--- config.mk ---
export PLATFORM = sky130hd
export DESIGN_NAME = prog_loader
export DESIGN_NICKNAME = d
export VERILOG_FILES = /design/src/rtl/prog_loader_pkg.sv /design/src/rtl/run_timer.sv /design/src/rtl/prog_loader.sv
export SDC_FILE = /design/constraint.sdc
export NUM_CORES = 1
export LEC_CHECK = 0
export BUFFER_PORTS_ARGS = -buffer_cell sky130_fd_sc_hd__clkbuf_2
export CAP_MARGIN = 20
export CORE_UTILIZATION = 47
export DETAILED_ROUTE_END_ITERATION = 6
export HOLD_SLACK_MARGIN = 0.05
export PLACE_DENSITY = 0.76
export RECOVER_POWER = 50
export SLEW_MARGIN = 20
export SYNTH_ARGS = -nofsm -noshare
export SYNTH_HDL_FRONTEND = slang
export SYNTH_HIERARCHICAL = 1
export SYNTH_SLANG_ARGS = --single-unit
export TNS_END_PERCENT = 10
--- constraint.sdc ---
create_clock -name clk -period 2.7 [get_ports clk]
set_input_delay 0.54 -clock clk [delete_from_list [all_inputs] [get_ports clk]]
set_output_delay 0.54 -clock clk [all_outputs]
set_load 0.01 [all_outputs]
--- src/rtl/prog_loader_pkg.sv ---
// Shared types and defaults for the program loader.
package prog_loader_pkg;

    // Sequencer phases: idle, stream program in, hold core reset one cycle, run, report
    typedef enum logic [2:0] {
        StIdle,
        StLoad,
        StSettle,
        StRun,
        StFinish
    } state_e;

    typedef logic [31:0] word_t;

    localparam int unsigned DefMemWords      = 256;
    localparam int unsigned DefTimeoutCycles = 600;

endpackage

--- src/rtl/run_timer.sv ---
// Run-phase cycle counter with saturation and budget-expiry detection.
module run_timer import prog_loader_pkg::*; #(
    parameter int unsigned LIMIT = DefTimeoutCycles
) (
    input  logic  clk,
    input  logic  rst,
    input  logic  clear,
    input  logic  enable,
    output word_t count,
    output logic  expired
);

    word_t       count_q;
    logic [32:0] count_inc;

    // One extra bit so the compare sees the value this cycle's increment produces
    assign count_inc = {1'b0, count_q} + 33'd1;

    // Count enabled cycles, sticking at all-ones rather than wrapping
    always_ff @(posedge clk or negedge rst) begin
        if (!rst) begin
            count_q <= '0;
        end else if (clear) begin
            count_q <= '0;
        end else if (enable && (count_q != '1)) begin
            count_q <= count_q + 32'd1;
        end
    end

    // Expired in the cycle whose increment reaches the budget, so the
    // caller leaves RUN after exactly LIMIT cycles
    always_comb begin
        expired = 1'b0;
        if (enable) begin
            expired = (count_inc >= {1'b0, LIMIT});
        end
    end

    assign count = count_q;

endmodule

--- src/rtl/prog_loader.sv ---
// Program loader: streams a program into core memory over the out-of-band
// write port, releases the core from reset and supervises it until it halts
// or the run budget expires.
// Optional feature: define PROG_LOADER_CHECKSUM_EN to accumulate a running
// sum of accepted words on the checksum output (otherwise tied to zero).
module prog_loader import prog_loader_pkg::*; #(
    parameter int unsigned MEM_WORDS      = DefMemWords,
    parameter int unsigned TIMEOUT_CYCLES = DefTimeoutCycles
) (
    input  logic                       clk,
    input  logic                       rst,
    input  logic                       start,
    input  logic [$clog2(MEM_WORDS):0] load_len,
    input  logic [31:0]                in_data,
    input  logic                       in_valid,
    output logic                       in_ready,
    output logic [31:0]                oob_wr_addr,
    output logic [31:0]                oob_wr_data,
    output logic                       oob_wen,
    output logic                       comp_rst,
    input  logic                       halt,
    output logic                       busy,
    output logic                       done,
    output logic                       timed_out,
    output logic [31:0]                run_cycles,
    output logic [31:0]                checksum
);

    localparam int unsigned    LenW   = $clog2(MEM_WORDS) + 1;
    localparam logic [LenW-1:0] MaxLen = LenW'(MEM_WORDS);

    state_e          state_q, state_d;
    logic [LenW-1:0] len_clamped;
    logic [LenW-1:0] len_q;
    logic [LenW-1:0] idx_q;
    logic            last_word;
    logic            start_take;
    logic            accept;
    logic            timer_clear;
    logic            timer_en;
    logic            timer_expired;
    word_t           timer_count;
    logic            wen_q;
    word_t           addr_q;
    word_t           data_q;
    logic            done_q;
    logic            timed_out_q;

    assign len_clamped = (load_len > MaxLen) ? MaxLen : load_len;
    assign last_word   = ((idx_q + LenW'(1)) == len_q);

    // State register
    always_ff @(posedge clk or negedge rst) begin
        if (!rst) begin
            state_q <= StIdle;
        end else begin
            state_q <= state_d;
        end
    end

    // Next state and per-state control outputs
    always_comb begin
        state_d     = state_q;
        start_take  = 1'b0;
        accept      = 1'b0;
        in_ready    = 1'b0;
        comp_rst    = 1'b1;
        busy        = 1'b0;
        timer_clear = 1'b0;
        timer_en    = 1'b0;
        unique case (state_q)
            StIdle, StFinish: begin
                if (start) begin
                    start_take = 1'b1;
                    state_d    = (len_clamped != '0) ? StLoad : StSettle;
                end
            end
            StLoad: begin
                in_ready = 1'b1;
                busy     = 1'b1;
                accept   = in_valid;
                if (in_valid && last_word) begin
                    state_d = StSettle;
                end
            end
            StSettle: begin
                busy        = 1'b1;
                timer_clear = 1'b1;
                state_d     = StRun;
            end
            StRun: begin
                busy     = 1'b1;
                comp_rst = 1'b0;
                timer_en = 1'b1;
                if (halt || timer_expired) begin
                    state_d = StFinish;
                end
            end
            default: begin
                state_d = StIdle;
            end
        endcase
    end

    // Load bookkeeping and the registered memory write port
    always_ff @(posedge clk or negedge rst) begin
        if (!rst) begin
            len_q  <= '0;
            idx_q  <= '0;
            wen_q  <= 1'b0;
            addr_q <= '0;
            data_q <= '0;
        end else begin
            wen_q <= accept;
            if (start_take) begin
                len_q <= len_clamped;
                idx_q <= '0;
            end else if (accept) begin
                idx_q  <= idx_q + LenW'(1);
                addr_q <= 32'(idx_q);
                data_q <= in_data;
            end
        end
    end

    // Sticky outcome flags; halt takes priority over a same-cycle expiry
    always_ff @(posedge clk or negedge rst) begin
        if (!rst) begin
            done_q      <= 1'b0;
            timed_out_q <= 1'b0;
        end else if (start_take) begin
            done_q      <= 1'b0;
            timed_out_q <= 1'b0;
        end else if (state_q == StRun) begin
            if (halt) begin
                done_q <= 1'b1;
            end else if (timer_expired) begin
                timed_out_q <= 1'b1;
            end
        end
    end

    run_timer #(
        .LIMIT (TIMEOUT_CYCLES)
    ) u_run_timer (
        .clk     (clk),
        .rst     (rst),
        .clear   (timer_clear | start_take),
        .enable  (timer_en),
        .count   (timer_count),
        .expired (timer_expired)
    );

`ifdef PROG_LOADER_CHECKSUM_EN
    word_t sum_q;

    // Modulo-2^32 running sum of accepted words, restarted with each sequence
    always_ff @(posedge clk or negedge rst) begin
        if (!rst) begin
            sum_q <= '0;
        end else if (start_take) begin
            sum_q <= '0;
        end else if (accept) begin
            sum_q <= sum_q + in_data;
        end
    end

    assign checksum = sum_q;
`else
    assign checksum = '0;
`endif

    assign oob_wen     = wen_q;
    assign oob_wr_addr = addr_q;
    assign oob_wr_data = data_q;
    assign done        = done_q;
    assign timed_out   = timed_out_q;
    assign run_cycles  = timer_count;

endmodule

==> metrics, run 1 <==
run status finished with violations; failing checks negative setup slack; vias per inst 5.15; Post-Synth Simple-Gate Area 28.9%; number of global-route vias before repair 4852; fillers 1032; total iterations of the first detailed-routing run 5; GRT busiest layer met2; clock tree sinks 97; WP data arrival 3.22 ns; syn avg cell area 8.49 um^2; Max Cap Viol 0; CP max FO 4; sequential power share 44.3%; Ant. Diodes 0; Max Slew Vio Count 0; largest net degree at the start of global routing 56; VDD IR max 0.543 mV; ys flop type dfrtp_1; Mapped Cells 656; Comb pwr share 27.8%; first-pass GRT wire length 23000 um; P&R area growth vs syn 23.0%; HP Class in2reg; Seq/Total Area, Yosys 43.6%; clock buffer depth 2; most used cell, CP nand2_1; Core Rows 39; Final Cycle Share 109%; power per cell area 678 mW/mm^2; Final min period 2.95 ns; Core Region 0.0115 mm^2; Initial Util 48.6%; # port buffers 124; Die Wd 111 um; Detail Route Antenna Nets 0; CTS tree yes; setup slack after layout -0.249 ns; adder-cell share of the synthesized area 0.449%; final setup vio count 4; Fin. Hold Viols 0; clock slew at reported path FFs 0.07 ns; post-layout instance area 0.00685 mm^2; post-synthesis compound-gate area fraction 9.64%; synth unique cells 66; largest family of logic cells by synthesized area simple AND/OR/NAND/NOR gates; Setup WS pre-CTS -0.245 ns; GRT Overall Usage 22.7%; RSZ-0062 raised after global routing yes; Post-CTS Hold Buffers 0; Cell Int Power 2.98 mW; Crit Path Category reg2reg; P_leak 3.39 nW; M3 GR Usage 3.61%; M2 GR Usage 38.4%; initial antenna violation count 0; DP Area 0.00657 mm^2; Async S/R FF share, synth 100%; CTS Root Cell clkbuf_16; skew final 0.00974 ns; slowest cell delay on critical path 0.55 ns; overflow left after global routing 0; Setup crit start kind flop; met1 usage 29.7%; number of synthesized flops with an enable pin 0; Seq cells post-synth 97; Rel. slew slack 22.7%; CP required 2.97 ns; Die Area 0.0123 mm^2; Die Y 111 um; switching power 1.67 mW; I/O pins 180; xor-xnor portion of the synthesized cell area 5.97%; mux share of post-synthesis cell area 0.562%; hold slack 0.381 ns; yosys warns 6; switch share 36.0%; Clk Latency, worst-skew pair 0.34 ns; final WL 13500 um; Slowest-stage cell, CP or4_1; via count 5017; crit end category flop; worst slew pin tran 1.16 ns; Mapped Area 0.00557 mm^2; Post-DP HPWL 10000 um; CP cell instances ha_4, and4_2, nand3_2, buf_4, nor4_2, a21oi_1, or4_1, o41a_1, nor2_2, nand2_1, nand2_1, a22o_1; layout cells sized above 1 25.0%; H-tree lvl count 3; DRC 0; Avg WL per Cell 13.9 um; FMAX 339 MHz; clock share of power 27.9%; CTS Buf Count 9; fin nets 875; Initial DRC Count 352; gp weighted congestion 0.925
==> what timing repair did <==
item	in CTS	in global routing
endpoints found under the setup margin	4	4
resized for setup	6	2
cloned	0	0
setup buffers	2	0
endpoints found under the hold margin	0	0
pin swaps	1	1
==> final timing paths <==
| check | start | end | slack (ns) | cells after the start |
|---|---|---|---|---|
| max in group asynchronous | rst | len_q[7] | 0.55 | 2 |
| min in group asynchronous | rst | u_run_timer/count[1] | 0.41 | 1 |
| max reg2reg | u_run_timer/count[1] | state_q[1] | -0.25 | 12 |
| min reg2reg | oob_wr_data[15] | oob_wr_data[15] | 0.47 | 2 |
| min | in_data[23] | oob_wr_data[23] | 0.38 | 3 |
| max | u_run_timer/count[1] | state_q[1] | -0.25 | 12 |
==> area by class of cell <==
class,instances,area [um^2],area share [%]
multi-input combinational,519,2830,41.3
clock buffer,9,225,3.29
timing repair buffer,191,1070,15.7
clock inverter,6,73.8,1.08
tap,143,179,2.61
sequential,97,2430,35.5
inverter,9,33.8,0.493
==> placed cells by master, fill, tap and decap left out, types with 4 or more instances in the layout <==
cell type / count
nand2_1: 169
dfrtp_1: 92
clkbuf_2: 87
buf_4: 66
conb_1: 55
nor2_1: 54
clkbuf_1: 37
o21ai_0: 32
xnor2_1: 20
nand3_1: 19
a21oi_1: 18
xor2_1: 18
nand2b_1: 12
nor3_1: 12
clkbuf_16: 9
inv_1: 8
nand4_1: 8
and3_1: 5
o21ai_1: 5
nor4_1: 5
or3_1: 5
dfrtp_2: 5
nor3b_1: 4
and2_1: 4
o31ai_1: 4
o21a_1: 4
inv_6: 4
==> cell families after synthesis <==
kind of cell	after synthesis
and+or+nand+nor	334
DFF	97
buffers and inverters	94
AOI/OAI and AO/OA	87
xor gates and xnor gates	38
muxes	3
adders and majority gates	2
other	1
==> worst max-delay path: cells and delay by family (launching register included) <==
family | cells | cell delay [ns]
simple gates | 7 | 1.44
compound gates | 3 | 0.67
flops | 1 | 0.41
fa+ha+maj | 1 | 0.17
buf+inv | 1 | 0.17
==> metrics by stage <==
step           TNS (ns)  utilization [%]  instances  power [mW]
5_1_grt           -1.41             59.7        974        4.93
3_3_place_gp     -0.305             57.3        957        3.38
3_5_place_dp     -0.774             57.3        957        3.44
2_1_floorplan    -0.176                -        710        2.93
6_report         -0.753             59.7        974        4.65
4_1_cts          -0.619             60.2        974        4.76
==> cell usage after synthesis, types with 12 or more instances <==
master    instances  share of area [%]
nand2_1         169                 11
dfrtp_1          97                 44
buf_4            59                8.0
nor2_1           55                3.7
o21ai_0          33                3.0
nand3_1          21                1.9
xnor2_1          20                3.1
a21oi_1          19                1.7
xor2_1           18                2.8
clkbuf_1         15                1.0
nor3_1           14                1.3
nand2b_1         12                1.3
==> routing by layer <==
layer	routed length [um]	up-vias
met3	847	24
met1	5660	2366
li1	-	2428
met4	253	0
met5	0	-
met2	6750	199
==> flip-flops by register name, summed over array words and instances (netlist names) <==
name               count
state_q                3
done                   1
oob_wen                1
oob_wr_addr            9
timed_out              1
len_q                  9
oob_wr_data           32
idx_q                  9
u_run_timer/count     32
==> power groups by stage <==
stage	Sequential (mW)	Combinational [mW]	Clock (mW)
floorplan	2.15	0.778	0
global placement	2.06	1.32	0
detailed placement	2.07	1.37	0
CTS	2.06	1.37	1.33
global route	2.10	1.45	1.38
finish	2.06	1.29	1.30
No activity file was read; power rests on OpenSTA's default activity.
==> inputs of run 2 (changes only) <==
--- a/config.mk
+++ b/config.mk
@@ -7,11 +7,11 @@
 export LEC_CHECK = 0
 export BUFFER_PORTS_ARGS = -buffer_cell sky130_fd_sc_hd__clkbuf_2
 export CAP_MARGIN = 20
+export CORE_MARGIN = 1
 export CORE_UTILIZATION = 47
 export DETAILED_ROUTE_END_ITERATION = 6
 export HOLD_SLACK_MARGIN = 0.05
 export PLACE_DENSITY = 0.76
-export RECOVER_POWER = 50
 export SLEW_MARGIN = 20
 export SYNTH_ARGS = -nofsm -noshare
 export SYNTH_HDL_FRONTEND = slang
==> metrics, run 2 (synthesis results as in run 1) <==
DRC 0 (unchanged); worst slew pin tran 0.615 ns (-0.544 ns); Max Cap Viol 0 (unchanged); CP required 2.97 ns (about the same); Core Region 0.0115 mm^2 (unchanged); crit end category flop; via count 5085 (+1.4%); CP max FO 4 (unchanged); sequential power share 43.7% (-0.6 points); Avg WL per Cell 13.9 um (+0.17%); clock tree sinks 97 (unchanged); Post-DP HPWL 10000 um (unchanged); Setup WS pre-CTS -0.245 ns (unchanged); switching power 1.67 mW (about the same); Ant. Diodes 0 (unchanged); power per cell area 681 mW/mm^2 (+0.43%); RSZ-0062 raised after global routing yes; final setup vio count 4 (unchanged); clock share of power 27.5% (-0.4 points); gp weighted congestion 0.925 (unchanged); Initial DRC Count 293 (-17%); Slowest-stage cell, CP or4_1; number of global-route vias before repair 4852 (unchanged); skew final 0.0104 ns (+0.000652 ns); setup slack after layout -0.273 ns (-0.0240 ns); CTS Buf Count 9 (unchanged); CTS Root Cell clkbuf_16; I/O pins 180 (unchanged); CP cell instances ha_4, and4_2, nand3_2, buf_4, nor4_2, a21oi_1, or4_1, o41a_1, nor2_2, nand2_1, nand2_1, a22o_1; # port buffers 124 (unchanged); fin nets 875 (unchanged); Rel. slew slack 58.6% (+36 points); Final min period 2.97 ns (+0.0240 ns); Die Area 0.0123 mm^2 (unchanged); WP data arrival 3.25 ns (+0.03 ns); CTS tree yes; Die Wd 111 um (unchanged); layout cells sized above 1 29.5% (+4.5 points); VDD IR max 0.546 mV (+0.51%); H-tree lvl count 3 (unchanged); vias per inst 5.22 (+1.4%); FMAX 336 MHz (-0.81%); Clk Latency, worst-skew pair 0.35 ns (about the same); Comb pwr share 28.8% (+1.0 points); Core Rows 39 (unchanged); Detail Route Antenna Nets 0 (unchanged); Initial Util 48.6% (unchanged); Finished Core Util 60.3% (+0.56 points); Cell Int Power 3.04 mW (+2.1%); switch share 35.5% (-0.45 points); initial antenna violation count 0 (unchanged); first-pass GRT wire length 23000 um (unchanged); Setup crit start kind flop; P&R area growth vs syn 24.1%; HP Class in2async; post-route total power 4.71 mW (+1.4%); Post-CTS Hold Buffers 0 (unchanged); slowest cell delay on critical path 0.55 ns (about the same); total iterations of the first detailed-routing run 4 (-1); hold slack 0.200 ns (-0.181 ns); final WL 13500 um (+0.17%); Final Cycle Share 110% (+0.89 points); Max Slew Vio Count 0 (unchanged); clock slew at reported path FFs 0.07 ns (about the same); Fin. Hold Viols 0 (unchanged); run status finished with violations; Crit Path Category reg2reg; failing checks negative setup slack; commonest non-fill, non-tap cell in the layout nand2_1; overflow left after global routing 0 (unchanged); clock buffer depth 2 (unchanged); largest net degree at the start of global routing 56 (unchanged); GRT Overall Usage 22.7% (unchanged); P_leak 3.51 nW (+3.6%); commonest cells after routing, fill and taps aside nand2_1, clkbuf_2, dfrtp_1, buf_4, conb_1; most used cell, CP nand2_1; Die Y 111 um (unchanged)
-- run 2: cell types whose count changed in the layout (fill, tap and decap cells not counted) --
cell,before,now
buf_2,1,0
buf_4,66,67
buf_12,0,1
clkbuf_2,87,123
clkbuf_1,37,0
-- run 2: repair_timing --
item | in CTS | in global routing
pin swaps | 1 | 1
buffers inserted | 2 | 0
gates resized for setup | 6 | 2
endpoints found under the setup margin | 4 | 4
cloned | 0 | 0
-- run 2: power by group through the flow --
stage                     sequential (mW)  combinational, mW  clock, mW
final                                2.06               1.35       1.30
after global routing                 2.10               1.51       1.38
after global placement               2.06               1.32          0
after detailed placement             2.07               1.37          0
after floorplan                      2.15              0.778          0
after CTS                            2.06               1.37       1.33
-- run 2: worst paths after layout --
kind	slack, ns	depth (start not counted)	to	from
worst min-delay path	0.20	1	u_run_timer/count[11]	rst
worst max-delay path	-0.27	12	state_q[1]	u_run_timer/count[1]
worst min register to register	0.47	2	oob_wr_data[29]	oob_wr_data[29]
worst max register to register	-0.27	12	state_q[1]	u_run_timer/count[1]
max in group asynchronous	1.82	2	state_q[1]	rst
min in group clk	0.38	3	oob_wr_data[23]	in_data[23]
-- run 2: area by class of cell --
class                           instances  area [um^2]
Clock buffer                            9          225
Timing Repair Buffer                  191         1140
Clock inverter                          6         73.8
Inverter                                9         33.8
Fill cell                            1012         4550
Multi-Input combinational cell        519         2830
Sequential cell                        97         2430
Tap cell                              143          179
-- run 2: stage by stage --
step                TNS [ns]  instance area (um^2)  std cells
floorplan             -0.176                  5860        710
global placement      -0.305                  6570        957
detailed placement    -0.774                  6570        957
CTS                   -0.619                  6910        974
global route           -1.41                  6910        974
finish                -0.852                  6910        974
-- run 2: worst max-delay path: cells and delay by family, from the launching register on --
kind                       cells  cell delay (ns)
and+or+nand+nor                7             1.45
AOI/OAI and AO/OA              3             0.68
DFF                            1             0.41
adders and majority gates      1             0.17
buffers and inverters          1             0.17
-- run 2: per-layer routing --
metal	vias to the layer above	routed length [um]	track usage [%]	share of wire, %
met5	-	0	0	0
met1	2400	5640	29.7	42
met3	30	883	3.61	6.5
li1	2434	-	-	-
met2	221	6750	38.4	50
met4	0	261	7.91	1.9
==> inputs of run 3 (changes only) <==
==> constraint.sdc (replaced) <==
create_clock -name clk -period 2.7 [get_ports clk]
set_input_delay 0.135 -clock clk [delete_from_list [all_inputs] [get_ports clk]]
set_output_delay 0.135 -clock clk [all_outputs]
set_load 0.01 [all_outputs]
==> metrics, run 3 (synthesis results as in run 1) <==
run status finished with violations; failing checks negative setup slack; hold slack 0.0528 ns (-0.147 ns); Post-DP HPWL 10000 um (+0.13%); Detail Route Antenna Nets 0 (unchanged); clock slew at reported path FFs 0.07 ns (about the same); CP max FO 4 (unchanged); met2 WL post-DR 7090 um (+5.0%); RSZ-0062 raised after global routing yes; Setup crit start kind flop; HP Start load_len[0]; Setup WS pre-CTS -0.227 ns (+0.0171 ns); # port buffers 124 (unchanged); Min-Delay Endpoint len_q[0]; overflow left after global routing 0 (unchanged); switch share 35.9% (+0.41 points); Core Rows 39 (unchanged); power per cell area 666 mW/mm^2 (-2.2%); Initial DRC Count 233 (-20%); crit end category flop; P&R area growth vs syn 30.6%; via count 5233 (+2.9%); Die Area 0.0123 mm^2 (unchanged); layout cells sized above 1 28.3% (-1.1 points); setup slack after layout -0.205 ns (+0.0677 ns); VDD IR max 0.576 mV (+5.5%); Initial Util 48.6% (unchanged); largest net degree at the start of global routing 63 (+13%); hold path depth 3; CTS Buf Count 9 (unchanged); Max Slew Vio Count 0 (unchanged); combined area of the multi-input logic cells 0.00282 mm^2 (-0.27%); Max Cap Viol 0 (unchanged); Die Y 111 um (unchanged); initial antenna violation count 0 (unchanged); FMAX 344 MHz (+2.3%); Rel. slew slack 47.4% (-11 points); final setup vio count 4 (unchanged); DR WL met3 818 um (-7.4%); skew final 0.00900 ns (-0.00139 ns); Avg WL per Cell 13.9 um (+0.26%); first-pass GRT wire length 23500 um (+2.2%); Die Wd 111 um (unchanged); clock tree sinks 97 (unchanged); worst reg2reg path endpoint state_q[0]; CTS tree yes; Cell Int Power 3.11 mW (+2.3%); P_leak 3.67 nW (+4.4%); Comb pwr share 29.2% (+0.4 points); fillers 961 (-5.0%); CP required 2.98 ns (about the same); H-tree lvl count 3 (unchanged); I/O pins 180 (unchanged); clock buffer depth 2 (unchanged); CTS Root Cell clkbuf_16; final WL 14100 um (+4.1%); clock share of power 28.3% (+0.8 points); number of global-route vias before repair 5209 (+7.4%); Final min period 2.90 ns (-0.0677 ns); fin nets 911 (+4.1%); Crit Path Category reg2reg; post-route total power 4.85 mW (+2.9%); vias per inst 5.18 (-0.86%); Ant. Diodes 0 (unchanged); register area 0.00243 mm^2 (about the same); gp weighted congestion 0.951 (+2.8%); Clk Latency, worst-skew pair 0.35 ns (about the same); DRC 0 (unchanged); commonest non-fill, non-tap cell in the layout nand2_1; wl on met1 5850 um (+3.7%); TNS Setup -0.627 ns (+0.225 ns); Core Region 0.0115 mm^2 (unchanged); HP Class in2reg; worst reg2reg setup slack -0.20 ns (+0.07 ns); commonest cells after routing, fill and taps aside nand2_1, clkbuf_2, dfrtp_1, buf_4, conb_1; GRT Overall Usage 23.3% (+0.51 points); FF-to-FF path depth 13 (+1); switching power 1.74 mW (+4.1%); WP data arrival 3.18 ns (-0.07 ns); Fin. Hold Viols 0 (unchanged); total iterations of the first detailed-routing run 5 (+1); Worst R2R Start u_run_timer/count[1]; Highest Signal Layer met4; sequential power share 42.5% (-1.2 points); worst slew pin tran 0.790 ns (+0.175 ns); Final Cycle Share 108% (-2.5 points)
-- run 3: stage by stage --
stage               instances  util, %  instance area, um^2
global placement          957     57.2                 6560
floorplan                 710        -                 5860
finish                   1011     63.4                 7270
detailed placement        957     57.2                 6560
global route             1011     63.4                 7270
CTS                      1009     63.3                 7250
-- run 3: power groups by stage --
stage | combinational (mW) | clock (mW) | sequential, mW
finish | 1.41 | 1.37 | 2.06
global route | 1.58 | 1.44 | 2.11
CTS | 1.41 | 1.40 | 2.05
detailed placement | 1.36 | 0 | 2.07
global placement | 1.31 | 0 | 2.06
floorplan | 0.778 | 0 | 2.15
-- run 3: final cells by class --
type / instances / area share, %
Inverter: 9 / 0.464
Clock inverter: 6 / 1.08
Tap cell: 143 / 2.46
Timing Repair Buffer: 227 / 20.4
Clock buffer: 10 / 3.29
Sequential cell: 97 / 33.5
Multi-Input combinational cell: 519 / 38.8
-- run 3: timing repair --
item                       4_1_cts  5_1_grt
pin swaps                        1        2
resized for setup                5        4
hold buffers                    36        0
buffers inserted                 0        2
setup endpoints to repair        4        4
hold endpoints to repair        95        0
-- run 3: layer usage --
metal | vias up | global-route usage, %
met4 | 0 | 10.0
li1 | 2508 | -
met1 | 2499 | 28.1
met2 | 194 | 40.2
met5 | - | 0
met3 | 32 | 4.59
-- run 3: worst max path at each step --
stage	startpoint	to	slack, ns	cells past startpoint
after floorplan	u_run_timer/count[13]	state_q[0]	-0.06	14
after global placement	u_run_timer/count[1]	state_q[0]	-0.13	13
after detailed placement	u_run_timer/count[1]	state_q[0]	-0.23	13
after CTS	u_run_timer/count[1]	state_q[0]	-0.18	13
after global routing	u_run_timer/count[1]	state_q[0]	-0.36	13
final	u_run_timer/count[1]	state_q[0]	-0.20	13
-- run 3: critical path: stages (launching register included) --
cell     delay [ns]
dfrtp_2        0.41
ha_4           0.17
nand4_4        0.13
nor3_1         0.43
nand3_1        0.13
o31ai_1        0.09
a41oi_1        0.09
or4_1          0.50
o41a_1         0.48
nor2_2         0.12
nand2_1        0.08
nand2_2        0.08
nand2_1        0.05
o21ai_1        0.07
